--- src/rtl/id_operand_stage_pkg.sv ---
// Shared definitions for the RV32I decode/operand stage.
//   - Opcode constants for the instruction classes the stage decodes
//   - Immediate-format and operand-select enums
//   - Per-opcode decode record and its lookup function
package id_operand_stage_pkg;

  localparam int unsigned XLEN_DEF = 32;
  localparam int unsigned RA_W_DEF = 5;

  localparam logic [6:0] OPC_LUI    = 7'b0110111;
  localparam logic [6:0] OPC_AUIPC  = 7'b0010111;
  localparam logic [6:0] OPC_JAL    = 7'b1101111;
  localparam logic [6:0] OPC_JALR   = 7'b1100111;
  localparam logic [6:0] OPC_BRANCH = 7'b1100011;
  localparam logic [6:0] OPC_LOAD   = 7'b0000011;
  localparam logic [6:0] OPC_STORE  = 7'b0100011;
  localparam logic [6:0] OPC_OPIMM  = 7'b0010011;
  localparam logic [6:0] OPC_OP     = 7'b0110011;

  typedef enum logic [2:0] {IMM_I, IMM_S, IMM_B, IMM_U, IMM_J} imm_fmt_e;
  typedef enum logic [1:0] {OP1_ZERO, OP1_RS1, OP1_UIMM} op1_sel_e;
  typedef enum logic [1:0] {OP2_ZERO, OP2_RS2, OP2_IIMM, OP2_PC} op2_sel_e;

  typedef struct packed {
    logic     known;
    logic     use_rs1;
    logic     use_rs2;
    logic     wen;
    logic     imm_en;
    imm_fmt_e fmt;
    op1_sel_e op1_sel;
    op2_sel_e op2_sel;
  } dec_t;

  function automatic dec_t decode(input logic [6:0] opc);
    dec_t d;
    d = '0;
    d.fmt     = IMM_I;
    d.op1_sel = OP1_ZERO;
    d.op2_sel = OP2_ZERO;
    case (opc)
      OPC_LUI: begin
        d.known = 1'b1; d.wen = 1'b1; d.imm_en = 1'b1; d.fmt = IMM_U;
        d.op1_sel = OP1_UIMM;
      end
      OPC_AUIPC: begin
        d.known = 1'b1; d.wen = 1'b1; d.imm_en = 1'b1; d.fmt = IMM_U;
        d.op1_sel = OP1_UIMM; d.op2_sel = OP2_PC;
      end
      OPC_JAL: begin
        d.known = 1'b1; d.wen = 1'b1; d.imm_en = 1'b1; d.fmt = IMM_J;
      end
      OPC_JALR, OPC_LOAD: begin
        d.known = 1'b1; d.wen = 1'b1; d.imm_en = 1'b1; d.fmt = IMM_I;
        d.use_rs1 = 1'b1; d.op1_sel = OP1_RS1;
      end
      OPC_OPIMM: begin
        d.known = 1'b1; d.wen = 1'b1; d.imm_en = 1'b1; d.fmt = IMM_I;
        d.use_rs1 = 1'b1; d.op1_sel = OP1_RS1; d.op2_sel = OP2_IIMM;
      end
      OPC_BRANCH: begin
        d.known = 1'b1; d.imm_en = 1'b1; d.fmt = IMM_B;
        d.use_rs1 = 1'b1; d.use_rs2 = 1'b1;
        d.op1_sel = OP1_RS1; d.op2_sel = OP2_RS2;
      end
      OPC_STORE: begin
        d.known = 1'b1; d.imm_en = 1'b1; d.fmt = IMM_S;
        d.use_rs1 = 1'b1; d.use_rs2 = 1'b1;
        d.op1_sel = OP1_RS1; d.op2_sel = OP2_RS2;
      end
      OPC_OP: begin
        d.known = 1'b1; d.wen = 1'b1;
        d.use_rs1 = 1'b1; d.use_rs2 = 1'b1;
        d.op1_sel = OP1_RS1; d.op2_sel = OP2_RS2;
      end
      default: d = d;
    endcase
    return d;
  endfunction

endpackage

--- src/rtl/id_operand_stage_fwd_resolve.sv ---
// Priority bypass resolution for one source operand.
//   en          source is used by the instruction
//   addr        source register address
//   rf_data     regfile read data for addr
//   fwd_*       packed bypass channels, channel 0 = youngest / highest priority
//   value       resolved operand
//   hazard      matching youngest producer has not produced its result yet
module fwd_resolve
  #(
    parameter int unsigned XLEN    = 32,
    parameter int unsigned RA_W    = 5,
    parameter int unsigned NUM_FWD = 3
  )
  (
    input  logic                    en,
    input  logic [RA_W-1:0]         addr,
    input  logic [XLEN-1:0]         rf_data,
    input  logic [NUM_FWD-1:0]      fwd_valid,
    input  logic [NUM_FWD-1:0]      fwd_pending,
    input  logic [NUM_FWD*RA_W-1:0] fwd_addr,
    input  logic [NUM_FWD*XLEN-1:0] fwd_data,
    output logic [XLEN-1:0]         value,
    output logic                    hazard
  );

  logic found;

  always_comb begin
    value  = rf_data;
    hazard = 1'b0;
    found  = 1'b0;
    // The first match claims the operand; a pending youngest producer stalls
    // even if an older channel holds a stale copy of the same register.
    for (int unsigned i = 0; i < NUM_FWD; i++) begin
      if (!found && fwd_valid[i] && (fwd_addr[i*RA_W +: RA_W] == addr)) begin
        found  = 1'b1;
        hazard = fwd_pending[i];
        value  = fwd_data[i*XLEN +: XLEN];
      end
    end
    if (!en || (addr == '0)) begin
      value  = '0;
      hazard = 1'b0;
    end
  end

endmodule

--- src/rtl/id_operand_stage.sv ---
// RV32I decode/operand stage between IF/ID and EX.
//   in_*        instruction from IF/ID (valid/ready handshake)
//   rf_rd*      combinational regfile read ports
//   fwd_*       NUM_FWD prioritised bypass channels (0 = youngest)
//   out_*       registered ID/EX slot (valid/ready handshake)
//   flush       kills the held and the incoming instruction
//   stall_cnt   saturating count of hazard stall cycles
module id_operand_stage
  import id_operand_stage_pkg::*;
  #(
    parameter int unsigned XLEN    = XLEN_DEF,
    parameter int unsigned RA_W    = RA_W_DEF,
    parameter int unsigned NUM_FWD = 3,
    parameter int unsigned CNT_W   = 16
  )
  (
    input  logic                    clk,
    input  logic                    rst,
    input  logic                    flush,
    input  logic                    in_valid,
    output logic                    in_ready,
    input  logic [31:0]             in_pc,
    input  logic [31:0]             in_instr,
    input  logic                    in_pred,
    output logic                    rf_rd1_en,
    output logic                    rf_rd2_en,
    output logic [RA_W-1:0]         rf_rd1_addr,
    output logic [RA_W-1:0]         rf_rd2_addr,
    input  logic [XLEN-1:0]         rf_rd1_data,
    input  logic [XLEN-1:0]         rf_rd2_data,
    input  logic [NUM_FWD-1:0]      fwd_valid,
    input  logic [NUM_FWD-1:0]      fwd_pending,
    input  logic [NUM_FWD*RA_W-1:0] fwd_addr,
    input  logic [NUM_FWD*XLEN-1:0] fwd_data,
    output logic                    out_valid,
    input  logic                    out_ready,
    output logic [31:0]             out_pc,
    output logic [31:0]             out_instr,
    output logic                    out_pred,
    output logic [XLEN-1:0]         out_op1,
    output logic [XLEN-1:0]         out_op2,
    output logic [XLEN-1:0]         out_imm,
    output logic [RA_W-1:0]         out_rd,
    output logic                    out_wen,
    output logic [CNT_W-1:0]        stall_cnt
  );

  dec_t            dec;
  logic            use1, use2;
  logic            haz1, haz2, hazard;
  logic [RA_W-1:0] rs1, rs2, rd;
  logic [XLEN-1:0] src1, src2;
  logic [XLEN-1:0] imm_i, imm_s, imm_b, imm_u, imm_j, imm_sel;
  logic [XLEN-1:0] op1_val, op2_val;
  logic            accept;

  logic            out_valid_q, out_valid_d;
  logic [31:0]     out_pc_q, out_pc_d;
  logic [31:0]     out_instr_q, out_instr_d;
  logic            out_pred_q, out_pred_d;
  logic [XLEN-1:0] out_op1_q, out_op1_d;
  logic [XLEN-1:0] out_op2_q, out_op2_d;
  logic [XLEN-1:0] out_imm_q, out_imm_d;
  logic [RA_W-1:0] out_rd_q, out_rd_d;
  logic            out_wen_q, out_wen_d;
  logic [CNT_W-1:0] stall_cnt_q, stall_cnt_d;

  always_comb begin
    dec  = decode(in_instr[6:0]);
    rs1  = RA_W'(in_instr[19:15]);
    rs2  = RA_W'(in_instr[24:20]);
    rd   = RA_W'(in_instr[11:7]);
    use1 = in_valid & dec.use_rs1;
    use2 = in_valid & dec.use_rs2;
  end

  assign rf_rd1_en   = use1;
  assign rf_rd2_en   = use2;
  assign rf_rd1_addr = use1 ? rs1 : '0;
  assign rf_rd2_addr = use2 ? rs2 : '0;

  fwd_resolve #(.XLEN(XLEN), .RA_W(RA_W), .NUM_FWD(NUM_FWD)) u_fwd1 (
    .en          (use1),
    .addr        (rf_rd1_addr),
    .rf_data     (rf_rd1_data),
    .fwd_valid   (fwd_valid),
    .fwd_pending (fwd_pending),
    .fwd_addr    (fwd_addr),
    .fwd_data    (fwd_data),
    .value       (src1),
    .hazard      (haz1)
  );

  fwd_resolve #(.XLEN(XLEN), .RA_W(RA_W), .NUM_FWD(NUM_FWD)) u_fwd2 (
    .en          (use2),
    .addr        (rf_rd2_addr),
    .rf_data     (rf_rd2_data),
    .fwd_valid   (fwd_valid),
    .fwd_pending (fwd_pending),
    .fwd_addr    (fwd_addr),
    .fwd_data    (fwd_data),
    .value       (src2),
    .hazard      (haz2)
  );

  assign hazard = haz1 | haz2;

  always_comb begin
    imm_i = XLEN'($signed(in_instr[31:20]));
    imm_s = XLEN'($signed({in_instr[31:25], in_instr[11:7]}));
    imm_b = XLEN'($signed({in_instr[31], in_instr[7], in_instr[30:25],
                           in_instr[11:8], 1'b0}));
    imm_u = XLEN'($signed({in_instr[31:12], 12'b0}));
    imm_j = XLEN'($signed({in_instr[31], in_instr[19:12], in_instr[20],
                           in_instr[30:21], 1'b0}));
    imm_sel = '0;
    if (dec.imm_en) begin
      case (dec.fmt)
        IMM_I:   imm_sel = imm_i;
        IMM_S:   imm_sel = imm_s;
        IMM_B:   imm_sel = imm_b;
        IMM_U:   imm_sel = imm_u;
        IMM_J:   imm_sel = imm_j;
        default: imm_sel = '0;
      endcase
    end

    case (dec.op1_sel)
      OP1_RS1:  op1_val = src1;
      OP1_UIMM: op1_val = imm_u;
      default:  op1_val = '0;
    endcase

    case (dec.op2_sel)
      OP2_RS2:  op2_val = src2;
      OP2_IIMM: op2_val = imm_i;
      OP2_PC:   op2_val = XLEN'(in_pc);
      default:  op2_val = '0;
    endcase
  end

  assign in_ready = rst & ~flush & ~hazard & (~out_valid_q | out_ready);
  assign accept   = in_valid & in_ready;

  always_comb begin
    out_valid_d = out_valid_q;
    out_pc_d    = out_pc_q;
    out_instr_d = out_instr_q;
    out_pred_d  = out_pred_q;
    out_op1_d   = out_op1_q;
    out_op2_d   = out_op2_q;
    out_imm_d   = out_imm_q;
    out_rd_d    = out_rd_q;
    out_wen_d   = out_wen_q;
    stall_cnt_d = stall_cnt_q;

    if (flush) begin
      out_valid_d = 1'b0;
    end else if (accept) begin
      out_valid_d = 1'b1;
      out_pc_d    = in_pc;
      out_instr_d = in_instr;
      out_pred_d  = in_pred;
      out_op1_d   = op1_val;
      out_op2_d   = op2_val;
      out_imm_d   = imm_sel;
      out_rd_d    = dec.known ? rd : '0;
      out_wen_d   = dec.wen & (rd != '0);
    end else if (out_ready) begin
      out_valid_d = 1'b0;
    end

    if (in_valid && hazard && !flush && (stall_cnt_q != '1)) begin
      stall_cnt_d = stall_cnt_q + CNT_W'(1);
    end
  end

  always_ff @(posedge clk) begin
    if (!rst) begin
      out_valid_q <= 1'b0;
      out_pc_q    <= '0;
      out_instr_q <= '0;
      out_pred_q  <= 1'b0;
      out_op1_q   <= '0;
      out_op2_q   <= '0;
      out_imm_q   <= '0;
      out_rd_q    <= '0;
      out_wen_q   <= 1'b0;
      stall_cnt_q <= '0;
    end else begin
      out_valid_q <= out_valid_d;
      out_pc_q    <= out_pc_d;
      out_instr_q <= out_instr_d;
      out_pred_q  <= out_pred_d;
      out_op1_q   <= out_op1_d;
      out_op2_q   <= out_op2_d;
      out_imm_q   <= out_imm_d;
      out_rd_q    <= out_rd_d;
      out_wen_q   <= out_wen_d;
      stall_cnt_q <= stall_cnt_d;
    end
  end

  assign out_valid = out_valid_q;
  assign out_pc    = out_pc_q;
  assign out_instr = out_instr_q;
  assign out_pred  = out_pred_q;
  assign out_op1   = out_op1_q;
  assign out_op2   = out_op2_q;
  assign out_imm   = out_imm_q;
  assign out_rd    = out_rd_q;
  assign out_wen   = out_wen_q;
  assign stall_cnt = stall_cnt_q;

endmodule

--- config.mk ---
export PLATFORM = sky130hd
export DESIGN_NAME = id_operand_stage
export DESIGN_NICKNAME = d
export VERILOG_FILES = /design/src/rtl/id_operand_stage_pkg.sv /design/src/rtl/id_operand_stage_fwd_resolve.sv /design/src/rtl/id_operand_stage.sv
export SDC_FILE = /design/constraint.sdc
export NUM_CORES = 1
export LEC_CHECK = 0
export CORE_MARGIN = 10
export CORE_UTILIZATION = 43
export CTS_CLUSTER_SIZE = 25
export DETAILED_ROUTE_END_ITERATION = 16
export PLACE_DENSITY_LB_ADDON = 0.1
export SETUP_SLACK_MARGIN = 0.02
export SLEW_MARGIN = 20
export SYNTH_ARGS = -nofsm -noshare
export SYNTH_HDL_FRONTEND = slang
export SYNTH_HIERARCHICAL = 1
export SYNTH_SLANG_ARGS = --single-unit
--- constraint.sdc ---
create_clock -name clk -period 5.9 [get_ports clk]
set_input_delay 1.18 -clock clk [delete_from_list [all_inputs] [get_ports clk]]
set_output_delay 1.18 -clock clk [all_outputs]
set_load 0.02 [all_outputs]
==> results.toml, run 1 <==
[setup_path]
max_stage_delay_ns = 0.47
arrival_ns = 4.27
r2r-start = "out_valid"
required_ns = 4.72
cp-end-kind = "output pin"
startpoint_type = "input port"
critPathKind = "in2out"
critical_path.top_delay_family = "buffers and inverters"
cpMostUsedCell = "buf_4"
cp.buffers_inverters = 4
critPathMaxFanout = 6
timing.rr.end = "out_imm[6]"
r2r_slack_ns = 3.74
crit_path_top_delay_cell = "clkdlybuf4s50_1"
rr_worst_depth = 5
crit_chain = "clkdlybuf4s50_1, buf_4, a211o_1, nor2_4, and3_2, xor2_1, nor4_1, buf_4, o2111ai_4, o22a_1, a21oi_1, nor2_2, and3_1, dlymetal6s2s_1"

[floorplan]
die_height_um = 175.2
core_region_area_sq_um = 23610
rows = 56
io-pin-count = 448
die_w_um = 175.2
dieArea_sq_um = 30700
initial_core_util_pct = 43.86

[clock_network]
cts-resized-gates = 0
insertion_delay_ns = 0.46
cts_sinks = 184
clkTransAtPathRegs_ns = 0.08
cts_tree = "built"
cts_root_buf = "clkbuf_16"
cts_buffer_depth = 2
htreeDepth = 4
numCtsBuffers = 17
hold_buffers = 0
postCtsSetupBuffers = 0

[final_layout]
final_util_pct = 66.47
final_cell_mix = "clkdlybuf4s50_1, nand2_1, dfxtp_1"
n_fill_cell = 2039
syn_to_final_growth_pct = 51.53
fin_area_sq_um = 15700
drive_gt1_share_pct = 10.30
final_cells = 1987
layout_commonest_cell = "clkdlybuf4s50_1"
fin_nets = 1902

[drt]
viasPerCell = 5.934
wl_um = 51680
drt_pass1_iterations = 7
routedWlPerCell_um = 26.01
drcViolationCount = 0
route.antenna.remaining_nets = 0
drtIter0Drc = 1039
routed-via-count = 11791

[pwr]
power.density_nw_per_um2 = 190.3
total_power_mw = 2.987
intPower_mw = 2.103
power_leakage_nw = 5.659
p_switching_mw = 0.8839
clkPwrFrac_pct = 40.1
p_seq_share_pct = 42.7
ir_drop_mv = 0.1725
swShare_pct = 29.59
combinationalPowerShare_pct = 17.2

[timing]
worstMarginPinSlew_ns = 1.131
rsz0062_at_grt = "false"
hold_violations = 0
post-route-period-util_pct = 92.36
setup_violations = 0
slew_headroom_pct = 24.61
min_period_ns = 5.449
fmax_mhz = 183.5
fin_skew_ns = 0.01493
drv_slew = 0
fin_setup_tns_ns = 0

[grt]
grt_pass1_wl_um = 76000
track_usage_pct = 32.13
gr-total-overflow = 0
antenna_found_initial = 7
grt_max_degree = 76
grt_pass1_vias = 11607

[yosys]
netlist_area_sq_um = 10360
postSynthCellCount = 1255
synth_edf_count = 0
synth_ff_type = "dfxtp_1"
syn_area_per_cell_sq_um = 8.253
syn_nets = 1509
ys_ff_latch = 184
async_reset_ff_share_pct = 0
ys_types = 62
yosysSeqAreaShare_pct = 35.56
synth_warnings = 6

[placement]
portBuffers = 447
gp_congestion = 1.007
place_inst = 1948
placed_cell_area_sq_um = 15050
dp_hpwl_um = 39860

[outcome]
status = "finished, final reports clean"

[worst_hold_path]
hold_end = "out_pc[4]"
hold_depth = 2
hp-start = "out_pc[4]"
min_path_type = "reg2reg"

[flow_run]
cap_violations = 0
-- cells by family after synthesis --
logic type	count (synthesis)	synth area share [%]
flops	184	35.56
xor+xnor	40	3.382
mux	12	1.160
buf+inv	193	8.879
compound gates	406	32.18
simple gates	417	18.47
fa+ha+maj	3	0.3624
-- synth_stat cells, types with 27 or more instances --
| library cell | instances | area (sq um) |
|---|---|---|
| dfxtp_1 | 184 | 3684 |
| inv_1 | 75 | 281.5 |
| buf_2 | 35 | 175.2 |
| a22o_1 | 47 | 411.6 |
| o221ai_1 | 64 | 560.5 |
| o21ai_0 | 27 | 135.1 |
| nand2_1 | 241 | 904.6 |
| a221oi_2 | 60 | 900.9 |
| o2bb2ai_1 | 32 | 280.3 |
| clkbuf_1 | 60 | 225.2 |
| a21oi_1 | 125 | 625.6 |
| nor2_1 | 46 | 172.7 |
| nor3_1 | 30 | 150.1 |
-- worst min-delay path, cell delays in order, from the launching register on --
cell	delay, ns
dfxtp_1	0.31
nand2_1	0.05
a21oi_1	0.05
-- flip-flops by register name, indices dropped and copies added, names as in the netlist --
| signal | cells |
|---|---|
| out_rd | 5 |
| out_op2 | 32 |
| out_op1 | 32 |
| out_valid | 1 |
| out_pc | 32 |
| out_pred | 1 |
| stall_cnt | 16 |
| out_instr | 32 |
| out_wen | 1 |
| out_imm | 32 |
-- power groups by stage --
stage / clock [mW] / sequential (mW) / combinational [mW]
3_5_place_dp: 0 / 1.31 / 0.505
4_1_cts: 1.21 / 1.28 / 0.509
2_1_floorplan: 0 / 1.33 / 0.161
6_report: 1.20 / 1.28 / 0.512
3_3_place_gp: 0 / 1.31 / 0.504
5_1_grt: 1.26 / 1.28 / 0.542
-- layout make-up --
class	instances	area (sq um)	area share [%]
multi-input cells	878	5869	37.40
repair buffers	491	4827	30.76
flip-flops and latches	184	3684	23.47
clock buffers	18	439.2	2.798
well taps	319	399.1	2.543
inverters	76	287.8	1.834
clock inverters	14	171.4	1.092
diodes	7	17.52	0.1116
-- worst max-delay path by stage --
stage	from	endpoint	cells past startpoint
3_5_place_dp	in_instr[6]	in_ready	14
4_1_cts	in_instr[6]	in_ready	14
2_1_floorplan	in_instr[6]	in_ready	14
6_report	in_instr[6]	in_ready	14
5_1_grt	in_instr[6]	in_ready	14
3_3_place_gp	in_instr[6]	in_ready	14
-- stage by stage --
stage / worst slack, ns / hold WS (ns)
floorplan: 0.6689 / 0.5237
global placement: 0.09841 / 0.4337
detailed placement: 0.06448 / 0.4452
CTS: 0.04382 / 0.4554
global route: 0.3230 / 0.4721
finish: 0.4509 / 0.4545
-- metal layers --
metal	global-route usage, %	wire length [um]
met5	0	0
met4	14.16	1933
met3	10.45	5348
met2	53.52	24710
met1	36.89	19680
(Power assumes the default switching activity.)
==> inputs of run 2 (changes only) <==
--- a/config.mk
+++ b/config.mk
@@ -9,6 +9,7 @@
 export CORE_UTILIZATION = 43
 export CTS_CLUSTER_SIZE = 25
 export DETAILED_ROUTE_END_ITERATION = 16
+export MAX_ROUTING_LAYER = met4
 export PLACE_DENSITY_LB_ADDON = 0.1
 export SETUP_SLACK_MARGIN = 0.02
 export SLEW_MARGIN = 20
==> run 2 against run 1 <==
  * Count of clock-buffer cells in the layout unchanged
  * Non-clock buffer count grew 4
  * Clock skew about the same
  * Fmax about the same
  * Register-to-register slack gained 0.09 ns
  * Critical path depth fell by 1
==> results.toml, run 2 (synthesis gave the netlist of run 1 again) <==
[flow_run]
cap_violations = 0

[drt]
drt_pass1_iterations = 5
drcViolationCount = 0
wl_met3_um = 4740
route.antenna.remaining_nets = 0
drtIter0Drc = 1189
met2WireLength_um = 24710
viasPerCell = 5.918
wl_um = 51810
routed-via-count = 11770
routed.top_layer = "met4"
routedWlPerCell_um = 26.05
met1_length_um = 20400

[pwr]
power_leakage_nw = 5.676
power.density_nw_per_um2 = 189.7
total_power_mw = 2.980
ir_drop_mv = 0.1760

[worst_hold_path]
min_path_type = "reg2reg"
hold_end = "out_imm[11]"
hp-start = "out_imm[11]"
hold_depth = 2

[clock_network]
cts_buffer_depth = 2
hold_buffers = 0
cts_root_buf = "clkbuf_16"
numCtsBuffers = 17
clkTransAtPathRegs_ns = 0.07
cts_sinks = 184
insertion_delay_ns = 0.45
cts_tree = "built"
htreeDepth = 4

[floorplan]
initial_core_util_pct = 43.86
core_region_area_sq_um = 23610
rows = 56
io-pin-count = 448
die_height_um = 175.2
dieArea_sq_um = 30700
die_w_um = 175.2

[final_layout]
final_util_pct = 66.53
syn_to_final_growth_pct = 51.67
final_cell_mix = "clkdlybuf4s50_1, nand2_1, dfxtp_1"
drive_gt1_share_pct = 10.33
fin_nets = 1906
final_cells = 1989
layout_commonest_cell = "clkdlybuf4s50_1"

[setup_path]
arrival_ns = 4.26
critical_path.top_delay_family = "simple AND/OR/NAND/NOR gates"
timing.rr.end = "out_imm[5]"
rr_worst_depth = 5
r2r-start = "out_valid"
cpMostUsedCell = "and3_1"
cp.buffers_inverters = 3
r2r_slack_ns = 3.83
cp-end-kind = "output pin"
required_ns = 4.72
max_stage_delay_ns = 0.47
startpoint_type = "input port"
crit_path_top_delay_cell = "clkdlybuf4s50_1"
critPathKind = "in2out"
crit_chain = "clkdlybuf4s50_1, buf_4, a211o_1, nor2_4, and3_1, xnor2_1, nand4_1, or2_1, o22a_1, a21oi_1, nor2_2, and3_1, dlymetal6s2s_1"
startpoint = "in_instr[6]"
critPathMaxFanout = 6

[timing]
fmax_mhz = 183.7
fin_skew_ns = 0.01450
slew_headroom_pct = 25.80
rsz0062_at_grt = "false"
setup_slack_ns = 0.4560
post-route-period-util_pct = 92.27
min_period_ns = 5.444
hold_violations = 0
fin_setup_tns_ns = 0
worstMarginPinSlew_ns = 1.113
setup_violations = 0
drv_slew = 0

[placement]
gp_congestion = 0.9892
dp_slack_ns = 0.08358
dp_hpwl_um = 39810
portBuffers = 447
place_inst = 1952

[grt]
gr-total-overflow = 0
grt_pass1_vias = 11510
antenna_found_initial = 5
grt_pass1_wl_um = 76450
grt_max_degree = 74
track_usage_pct = 33.01

[outcome]
status = "finished, final reports clean"
-- run 2: cell type report --
type	count	area [sq um]
inverter	76	287.8
multi-input combinational	878	5866
tap	319	399.1
fill	2040	7904
clock inverter	14	176.4
sequential	184	3684
timing repair buffer	495	4845
antenna	5	12.51
clock buffer	18	439.2
-- run 2: per-stage QoR --
| stage | hold WS (ns) | area, sq um |
|---|---|---|
| global placement | 0.4336 | 15070 |
| detailed placement | 0.4439 | 15070 |
| CTS | 0.4562 | 15690 |
| finish | 0.4526 | 15710 |
| floorplan | 0.5237 | 10360 |
| global route | 0.4719 | 15710 |
-- run 2: what timing repair did --
action,4_1_cts,5_1_grt
setup buffers,0,0
resized for setup,0,6
hold endpoints to repair,0,0
setup endpoints to repair,0,1
-- run 2: how the worst max path moves through the flow --
stage | end | cells past startpoint
2_1_floorplan | in_ready | 14
3_3_place_gp | in_ready | 14
3_5_place_dp | in_ready | 14
4_1_cts | in_ready | 14
5_1_grt | in_ready | 14
6_report | in_ready | 13
-- run 2: report_power, final --
part           switching, mW  total (mW)  internal (mW)  leakage, nW
Combinational          0.260       0.512          0.251         3.89
Sequential            0.0126        1.28           1.26         1.49
Clock                  0.605        1.19          0.586        0.293
Total                  0.878        2.98           2.10         5.68
-- run 2: metal layers --
metal / vias to the layer above / global-route usage, %
met2: 616 / 52.79
met1: 5669 / 38.19
li1: 5378 / -
met4: 0 / 13.95
met3: 107 / 9.312
met5: - / -
-- run 2: worst register-to-register path, stage by stage, from the launching register on --
cell       delay [ns]
dfxtp_1          0.31
nand2b_1         0.16
and4_4           0.50
o2111ai_2        0.38
nor2_1           0.48
a22o_1           0.20
